===== config.mk =====
export PLATFORM = sky130hd
export DESIGN_NAME = carrier_gen_flat
export DESIGN_NICKNAME = d
export VERILOG_FILES = /design/src/rtl/carrier_gen_if.sv /design/src/rtl/carrier_gen.sv /design/src/flat_wrapper.sv
export SDC_FILE = /design/constraint.sdc
export NUM_CORES = 1
export LEC_CHECK = 0
export CORE_MARGIN = 3
export CORE_UTILIZATION = 45
export CTS_CLUSTER_DIAMETER = 200
export CTS_CLUSTER_SIZE = 24
export DETAILED_ROUTE_END_ITERATION = 10
export DONT_BUFFER_PORTS = 1
export PLACE_DENSITY_LB_ADDON = 0.08
export SKIP_CTS_REPAIR_TIMING = 1
export SLEW_MARGIN = 20
export SYNTH_ARGS = -nofsm -noshare
export SYNTH_HDL_FRONTEND = slang
export SYNTH_SLANG_ARGS = --single-unit

===== constraint.sdc =====
create_clock -name clk -period 9.64 [get_ports clk]
set_input_delay 1.446 -clock clk [delete_from_list [all_inputs] [get_ports clk]]
set_output_delay 1.446 -clock clk [all_outputs]
set_load 0.005 [all_outputs]

===== src/rtl/carrier_gen_if.sv =====
// Enable/config inputs and carrier outputs of carrier_gen.
// cfg_len and done exist only when CARRIER_BURST_EN is defined.
interface carrier_gen_if #(
  parameter int NCH = 4,
  parameter int FW  = 32,
  parameter int LW  = 16
);
  localparam int CW = (NCH > 1) ? $clog2(NCH) : 1;

  logic [NCH-1:0] en;
  logic           cfg_wr;
  logic [CW-1:0]  cfg_ch;
  logic [FW-1:0]  cfg_freq;
  logic [NCH-1:0] car_out;
`ifdef CARRIER_BURST_EN
  logic [LW-1:0]  cfg_len;
  logic [NCH-1:0] done;

  modport master (output en, cfg_wr, cfg_ch, cfg_freq, cfg_len, input car_out, done);
  modport slave  (input en, cfg_wr, cfg_ch, cfg_freq, cfg_len, output car_out, done);
`else
  modport master (output en, cfg_wr, cfg_ch, cfg_freq, input car_out);
  modport slave  (input en, cfg_wr, cfg_ch, cfg_freq, output car_out);
`endif

  if (NCH < 1 || NCH > 16 || LW < 1) begin : g_param_chk
    $error("carrier_gen_if: NCH must be 1..16 and LW >= 1");
  end
endinterface


===== src/rtl/carrier_gen.sv =====
// Multi-channel square-wave carrier generator with fractional phase accumulators.
// Optional burst mode (N periods, then done pulse) is built when CARRIER_BURST_EN is defined.
module carrier_gen #(
  parameter int FCLK   = 50_000_000,
  parameter int NCH    = 4,
  parameter int FW     = 32,
  parameter int LW     = 16,
  parameter int FRESET = 38_000
) (
  input  logic         clk,
  input  logic         reset_n,
  carrier_gen_if.slave bus
);
  localparam int AW = FW + 2;
  localparam logic [AW-1:0] FCLK_A = AW'(FCLK);
  localparam logic [AW-1:0] HALF_A = AW'(FCLK / 2);

  if (NCH < 1 || NCH > 16 || LW < 1) begin : g_param_chk
    $error("carrier_gen: NCH must be 1..16 and LW >= 1");
  end

  logic [FW-1:0]  freq_q [NCH];
  logic [FW-1:0]  freq_d [NCH];
  logic [AW-1:0]  acc_q  [NCH];
  logic [AW-1:0]  acc_d  [NCH];
  logic [NCH-1:0] car_q, car_d;

  logic [AW-1:0]  fext_w [NCH];
  logic [AW-1:0]  step_w [NCH];
  logic [AW-1:0]  next_w [NCH];
  logic [NCH-1:0] wrap_w;
  logic [NCH-1:0] wr_sel_w;

`ifdef CARRIER_BURST_EN
  // state   | meaning
  // ST_IDLE | en low; burst length is latched on the first enabled cycle
  // ST_RUN  | burst (or continuous run) in progress
  // ST_HOLD | burst complete; output parked low until en falls
  typedef enum logic [1:0] {ST_IDLE, ST_RUN, ST_HOLD} burst_st_e;

  burst_st_e      st_q   [NCH];
  burst_st_e      st_d   [NCH];
  logic [LW-1:0]  len_q  [NCH];
  logic [LW-1:0]  len_d  [NCH];
  logic [LW-1:0]  blen_q [NCH];
  logic [LW-1:0]  blen_d [NCH];
  logic [LW:0]    cnt_q  [NCH];
  logic [LW:0]    cnt_d  [NCH];
  logic [LW-1:0]  eff_len_w [NCH];
  logic [NCH-1:0] done_q, done_d;
`endif

  // Step is clamped to FCLK so a wrap happens at most once per cycle.
  always_comb begin
    for (int i = 0; i < NCH; i++) begin
      fext_w[i]   = AW'(freq_q[i]);
      step_w[i]   = ((fext_w[i] > HALF_A) ? HALF_A : fext_w[i]) << 1;
      next_w[i]   = acc_q[i] + step_w[i];
      wrap_w[i]   = (next_w[i] >= FCLK_A);
      wr_sel_w[i] = bus.cfg_wr && (int'(bus.cfg_ch) == i);
    end
  end

  always_comb begin
    for (int i = 0; i < NCH; i++) begin
      freq_d[i] = wr_sel_w[i] ? bus.cfg_freq : freq_q[i];
      acc_d[i]  = acc_q[i];
      car_d[i]  = car_q[i];
`ifdef CARRIER_BURST_EN
      len_d[i]     = wr_sel_w[i] ? bus.cfg_len : len_q[i];
      blen_d[i]    = blen_q[i];
      cnt_d[i]     = cnt_q[i];
      st_d[i]      = st_q[i];
      done_d[i]    = 1'b0;
      eff_len_w[i] = (st_q[i] == ST_IDLE) ? len_q[i] : blen_q[i];
`endif
      if (!bus.en[i]) begin
        acc_d[i] = '0;
        car_d[i] = 1'b0;
`ifdef CARRIER_BURST_EN
        cnt_d[i] = '0;
        st_d[i]  = ST_IDLE;
      end else if (st_q[i] == ST_HOLD) begin
        acc_d[i] = '0;
        car_d[i] = 1'b0;
`endif
      end else if (wrap_w[i]) begin
        acc_d[i] = next_w[i] - FCLK_A;
        car_d[i] = ~car_q[i];
      end else begin
        acc_d[i] = next_w[i];
      end
`ifdef CARRIER_BURST_EN
      // Count toggles; the 2N-th one is the falling edge that ends the burst.
      if (bus.en[i] && (st_q[i] != ST_HOLD)) begin
        st_d[i]   = ST_RUN;
        blen_d[i] = eff_len_w[i];
        if (wrap_w[i] && (eff_len_w[i] != '0)) begin
          if ((cnt_q[i] + 1'b1) == {eff_len_w[i], 1'b0}) begin
            done_d[i] = 1'b1;
            st_d[i]   = ST_HOLD;
            cnt_d[i]  = '0;
            acc_d[i]  = '0;
          end else begin
            cnt_d[i] = cnt_q[i] + 1'b1;
          end
        end
      end
`endif
    end
  end

  always_ff @(posedge clk) begin
    if (!reset_n) begin
      for (int i = 0; i < NCH; i++) begin
        freq_q[i] <= FW'(FRESET);
        acc_q[i]  <= '0;
`ifdef CARRIER_BURST_EN
        len_q[i]  <= '0;
        blen_q[i] <= '0;
        cnt_q[i]  <= '0;
        st_q[i]   <= ST_IDLE;
`endif
      end
      car_q <= '0;
`ifdef CARRIER_BURST_EN
      done_q <= '0;
`endif
    end else begin
      for (int i = 0; i < NCH; i++) begin
        freq_q[i] <= freq_d[i];
        acc_q[i]  <= acc_d[i];
`ifdef CARRIER_BURST_EN
        len_q[i]  <= len_d[i];
        blen_q[i] <= blen_d[i];
        cnt_q[i]  <= cnt_d[i];
        st_q[i]   <= st_d[i];
`endif
      end
      car_q <= car_d;
`ifdef CARRIER_BURST_EN
      done_q <= done_d;
`endif
    end
  end

  assign bus.car_out = car_q;
`ifdef CARRIER_BURST_EN
  assign bus.done = done_q;
`endif
endmodule


===== src/flat_wrapper.sv =====
// flat-port wrapper written by rule: the top's interface ports become plain ports
module carrier_gen_flat 
#(
  parameter int FCLK   = 50_000_000,
  parameter int NCH    = 4,
  parameter int FW     = 32,
  parameter int LW     = 16,
  parameter int FRESET = 38_000
)
  (clk, reset_n, bus_en, bus_cfg_wr, bus_cfg_ch, bus_cfg_freq, bus_car_out);
  carrier_gen_if #(.NCH(NCH), .FW(FW), .LW(LW)) bus_i ();
  input  logic clk;
  input  logic reset_n;
  input wire logic [$bits(bus_i.en)-1:0] bus_en;
  input wire logic [$bits(bus_i.cfg_wr)-1:0] bus_cfg_wr;
  input wire logic [$bits(bus_i.cfg_ch)-1:0] bus_cfg_ch;
  input wire logic [$bits(bus_i.cfg_freq)-1:0] bus_cfg_freq;
  output wire logic [$bits(bus_i.car_out)-1:0] bus_car_out;
  assign bus_i.en = bus_en;
  assign bus_i.cfg_wr = bus_cfg_wr;
  assign bus_i.cfg_ch = bus_cfg_ch;
  assign bus_i.cfg_freq = bus_cfg_freq;
  assign bus_car_out = bus_i.car_out;
  carrier_gen #(.FCLK(FCLK), .NCH(NCH), .FW(FW), .LW(LW), .FRESET(FRESET)) u_core (.clk(clk), .reset_n(reset_n), .bus(bus_i));
endmodule

# Word level (Yosys, flattened, before mapping)
# Memories as Yosys holds them, arrays and structs flattened.
# Index checks and enable logic that the tools add are counted.
[word_totals] romBits=0 latchBits=0 ram_bits=264 reg_bits=4 word_cells=72 out_inout_bits=4 mem_count=2 in_bits=41
[classes] shift=0 n_lt_le_gt_ge=8 n_bitwise=12 mux=26 addsub=8 n_reduce_logical=9 n_mul=0 n_div=0 n_eq_ne=3
[mem_list] name="u_core.acc_q" depth=4 width=34 rd=4 rd_clocked_by_memory_dff=0 write_ports=4 line_no="carrier_gen.sv:24" text="logic [AW-1:0] acc_q [NCH];"
[mem_list] name="u_core.freq_q" depth=4 width=32 rd=4 rd_clocked_by_memory_dff=0 write_ports=4 line_no="carrier_gen.sv:22" text="logic [FW-1:0] freq_q [NCH];"
[op_table] operator="34-bit 2-to-1 mux" n=12
[op_table] operator="32-bit 2-to-1 mux" n=12
[op_table] operator="34-bit adder" n=4
[op_table] operator="34-bit by 26-bit greater-or-equal comparator with 1-bit output (second input constant)" n=4
[op_table] operator="34-bit by 26-bit subtractor with 34-bit output (second input constant)" n=4
[op_table] operator="32-bit by 25-bit > comparator with 1-bit output (second input constant)" n=4
[op_table] operator="1-bit bitwise OR" n=8
[op_table] operator="2-bit AND reduction" n=4
[op_table] operator="2-bit == test (second input constant)" n=2
[op_table] operator="1-bit logical AND" n=4
[op_table] operator="1-bit NOT" n=4
[op_table] operator="2-bit by 1-bit == test with 1-bit output (second input constant)" n=1
[op_table] operator="2-bit zero test" n=1
[op_table] operator="1-bit 2-to-1 mux" n=2

# Longest topological paths before layout
# An unclocked memory read counts as a cell.
[depth] ltp_word=8 ltp_mapped=27 ltp_nobuf=24

# Least setup slack after synthesis
# No wires, ideal clock.
[synth_path] path_type="reg2reg" start="mem u_core.freq_q[3][8], in the netlist u_core.freq_q[0][104]" end="mem u_core.acc_q[0][130] in the netlist's numbering" synth_period_minus_slack_ps=5687 path_buffers=3 stages_incl_launch_ff=26 t_required_ps=9508 setup_slack_ps=3953 setup_time_ps=132 t_arrival_ps=5555 path_cell_list="dfxtp_1 > or4_1 > nor2_1 > o21bai_1 > a21oi_1 > nor2b_1 > o221ai_1 > and3_1 > clkbuf_1 > and2_1 > ha_1 > inv_1 > fa_1 > and2b_1 > o2111ai_4 > and2_4 > a211o_1 > a2111oi_4 > o2111ai_1 > a2111oi_4 > a211oi_2 > and2_4 > buf_6 > buf_2 > o31ai_1 > o41ai_2"
[synth_lines] element="from (decl)" line_no="carrier_gen.sv:22"
[synth_lines] element="to (decl)" line_no="carrier_gen.sv:24"

==> metrics.cfg <==
[final_layout]
regArea_um2 = 5285
final.fill_count = 4595
multi_input_area_um2 = 14790
antenna_cells = 0
final_common_cell = nand2_1
final_nets = 2873
drive_gt1_share_pct = 3.939
syn2layout_area_growth_pct = 3.743
final_cell_mix = nand2_1, dfxtp_1, a21oi_1, nor2_1, ha_1

[critical_path]
crit_fanout = 25
cp-start-kind = flop
cp.arrival_ns = 7.66
critical_path_class = flop to flop
r2r_setup_slack_ns = 2.41
worstSetupEndpointType = flop
cp.required_ns = 10.07

[grt]
met3_usage_pct = 2.980
grt_pass1_wl_um = 97460
met1_usage_pct = 34.29
grt_pass1_vias = 18040
grt_overflow = 0
antenna_found_initial = 0
grt_start_max_net_pins = 141
grt_use_met2_pct = 40.27
grtUsageTotal_pct = 24.56
busiest_layer = met2

[floorplan]
core_um2 = 45480
die-width_um = 220.6
rows = 78
fp.dieH_um = 220.6
start_util_pct = 45.58
die_area_um2 = 48680
ioPinCount = 45

[logic_synthesis]
synth_enable_flop_cells = 0
synth_top_flop_cell = dfxtp_1
syn_area_um2 = 20730
yosys_register_bits = 264
yosysUniqueCellTypes = 101
yosys_warnings = 0
syn_area_per_cell_um2 = 7.505
syn_inst = 2762
seq_area_frac_synth_pct = 25.50
async_flop_share_pct = 0

[detailed_routing]
detail_route.vias_per_cell = 6.036
drc = 0
drtPass1Iterations = 7
ant_nets = 0
wirelength_um = 61870
drt_iter0_markers = 1589
vias = 19860
avgRoutedWirePerCell_um = 18.80

[clock_tree]
cts_root_buffer = clkbuf_16
worstSkewPairLatency_ns = 0.51
clk_path_buf_depth = 3
h-tree-depth = 1
path_clk_slew_ns = 0.11
cts_tree = done
numCtsBuffers = 14
cts_sinks = 264

[sta]
fin_crit_ns = 7.230
max_clock_freq_mhz = 138.3
rsz0062_at_grt = false
hold_violations = 0
finalSetupViolCount = 0
slew_headroom_pct = 32.53
drv_slew = 0
period_share_pct = 75.00
fin_skew_ns = 0.02224
hold_ws_ns = 0.4702
tightest_slew_ns = 1.005
setup-tns-final_ns = 0

[outcome]
status = completed

[pwr]
power_density_nw_per_um2 = 198.5
peakVddDrop_v = 0.0001176
p_leak_nw = 8.583
finalPower_mw = 4.270

[placement]
place_hpwl_um = 47400
gp_congestion = 0.9043
portBuffers = 0

[run]
cap_violations = 0

[min_path]
hp-class = flop to flop

Yosys cell counts, types with 35 or more instances:
library cell / count / area share (%)
a21boi_0: 110 / 4.0
a21o_1: 79 / 2.9
a21oi_1: 216 / 5.2
and2_1: 94 / 2.8
and3_1: 41 / 1.2
clkbuf_1: 101 / 1.8
dfxtp_1: 264 / 25
ha_1: 136 / 8.2
inv_1: 54 / 0.98
nand2_1: 446 / 8.1
nand2b_1: 62 / 1.9
nand3_1: 88 / 2.1
nand4_1: 50 / 1.5
nor2_1: 187 / 3.4
nor3_1: 60 / 1.4
o211ai_1: 35 / 1.3
o21ai_0: 103 / 2.5
or3_1: 42 / 1.3
xnor2_1: 62 / 2.6
xor2_1: 41 / 1.7
layer usage:
metal / share of wire (%) / wire length (µm)
met5: 0 / 0
met4: 2.8 / 1717
met3: 5.2 / 3192
met2: 46 / 28210
met1: 46 / 28750
stage by stage:
step                util (%)  area, µm²  worst slack (ns)  cells
global placement       46.45      21130             2.550   3276
CTS                    47.28      21500             2.407   3291
finish                 47.28      21500             2.410   3291
floorplan                  -      20830             3.953   2789
global route           47.28      21500             1.929   3291
detailed placement     46.46      21130             2.434   3276
sequential cells by signal, indices dropped and copies added, names as in the netlist:
| register | count |
|---|---|
| u_core.acc_q | 132 |
| u_core.bus.car_out | 4 |
| u_core.freq_q | 128 |
path summary, 6_finish.rpt:
| path | start | endpoint | depth (start not counted) |
|---|---|---|---|
| setup / recovery | u_core.freq_q[0][104] | u_core.acc_q[0][115] | 20 |
| hold / removal | u_core.freq_q[0][126] | u_core.freq_q[0][126] | 2 |
| setup reg to reg | u_core.freq_q[0][104] | u_core.acc_q[0][115] | 20 |
| hold reg to reg | u_core.freq_q[0][126] | u_core.freq_q[0][126] | 2 |
cell families after synthesis:
group,count (synthesis),share of synthesized area (%)
compound gates,834,27.53
xor+xnor,103,4.352
fa+ha+maj,140,8.595
buf+inv,180,3.676
flops,264,25.50
mux,19,0.9476
other cells,1,0.01809
simple gates,1221,29.38
critical path: stages, from the launching register on:
cell       delay, ns
dfxtp_1         0.33
or4_1           0.57
nor4_1          0.27
nand4b_1        0.19
o221ai_1        0.34
and3_1          0.81
and2_1          0.30
ha_1            0.21
inv_1           0.07
fa_1            0.41
and2b_1         0.31
o2111ai_4       0.18
and2_4          0.21
a211oi_1        0.46
o21ai_0         0.21
xor2_1          0.26
nand4_1         0.27
a311oi_2        0.68
nand2_1         0.54
and4_1          0.37
nor3_1          0.16
power by group:
part           switching [mW]  total [mW]  internal (mW)
logic                    1.46        2.33          0.869
registers              0.0613        1.28           1.22
clock network           0.378       0.659          0.280
area by class of cell:
cell class | instances | area share, %
clock buffers | 15 | 1.746
inverters | 54 | 0.9426
multi-input cells | 2345 | 68.79
flip-flops and latches | 264 | 24.58
well taps | 600 | 3.491
repair buffers | 13 | 0.4538
Power figures use the tool's default switching activity.
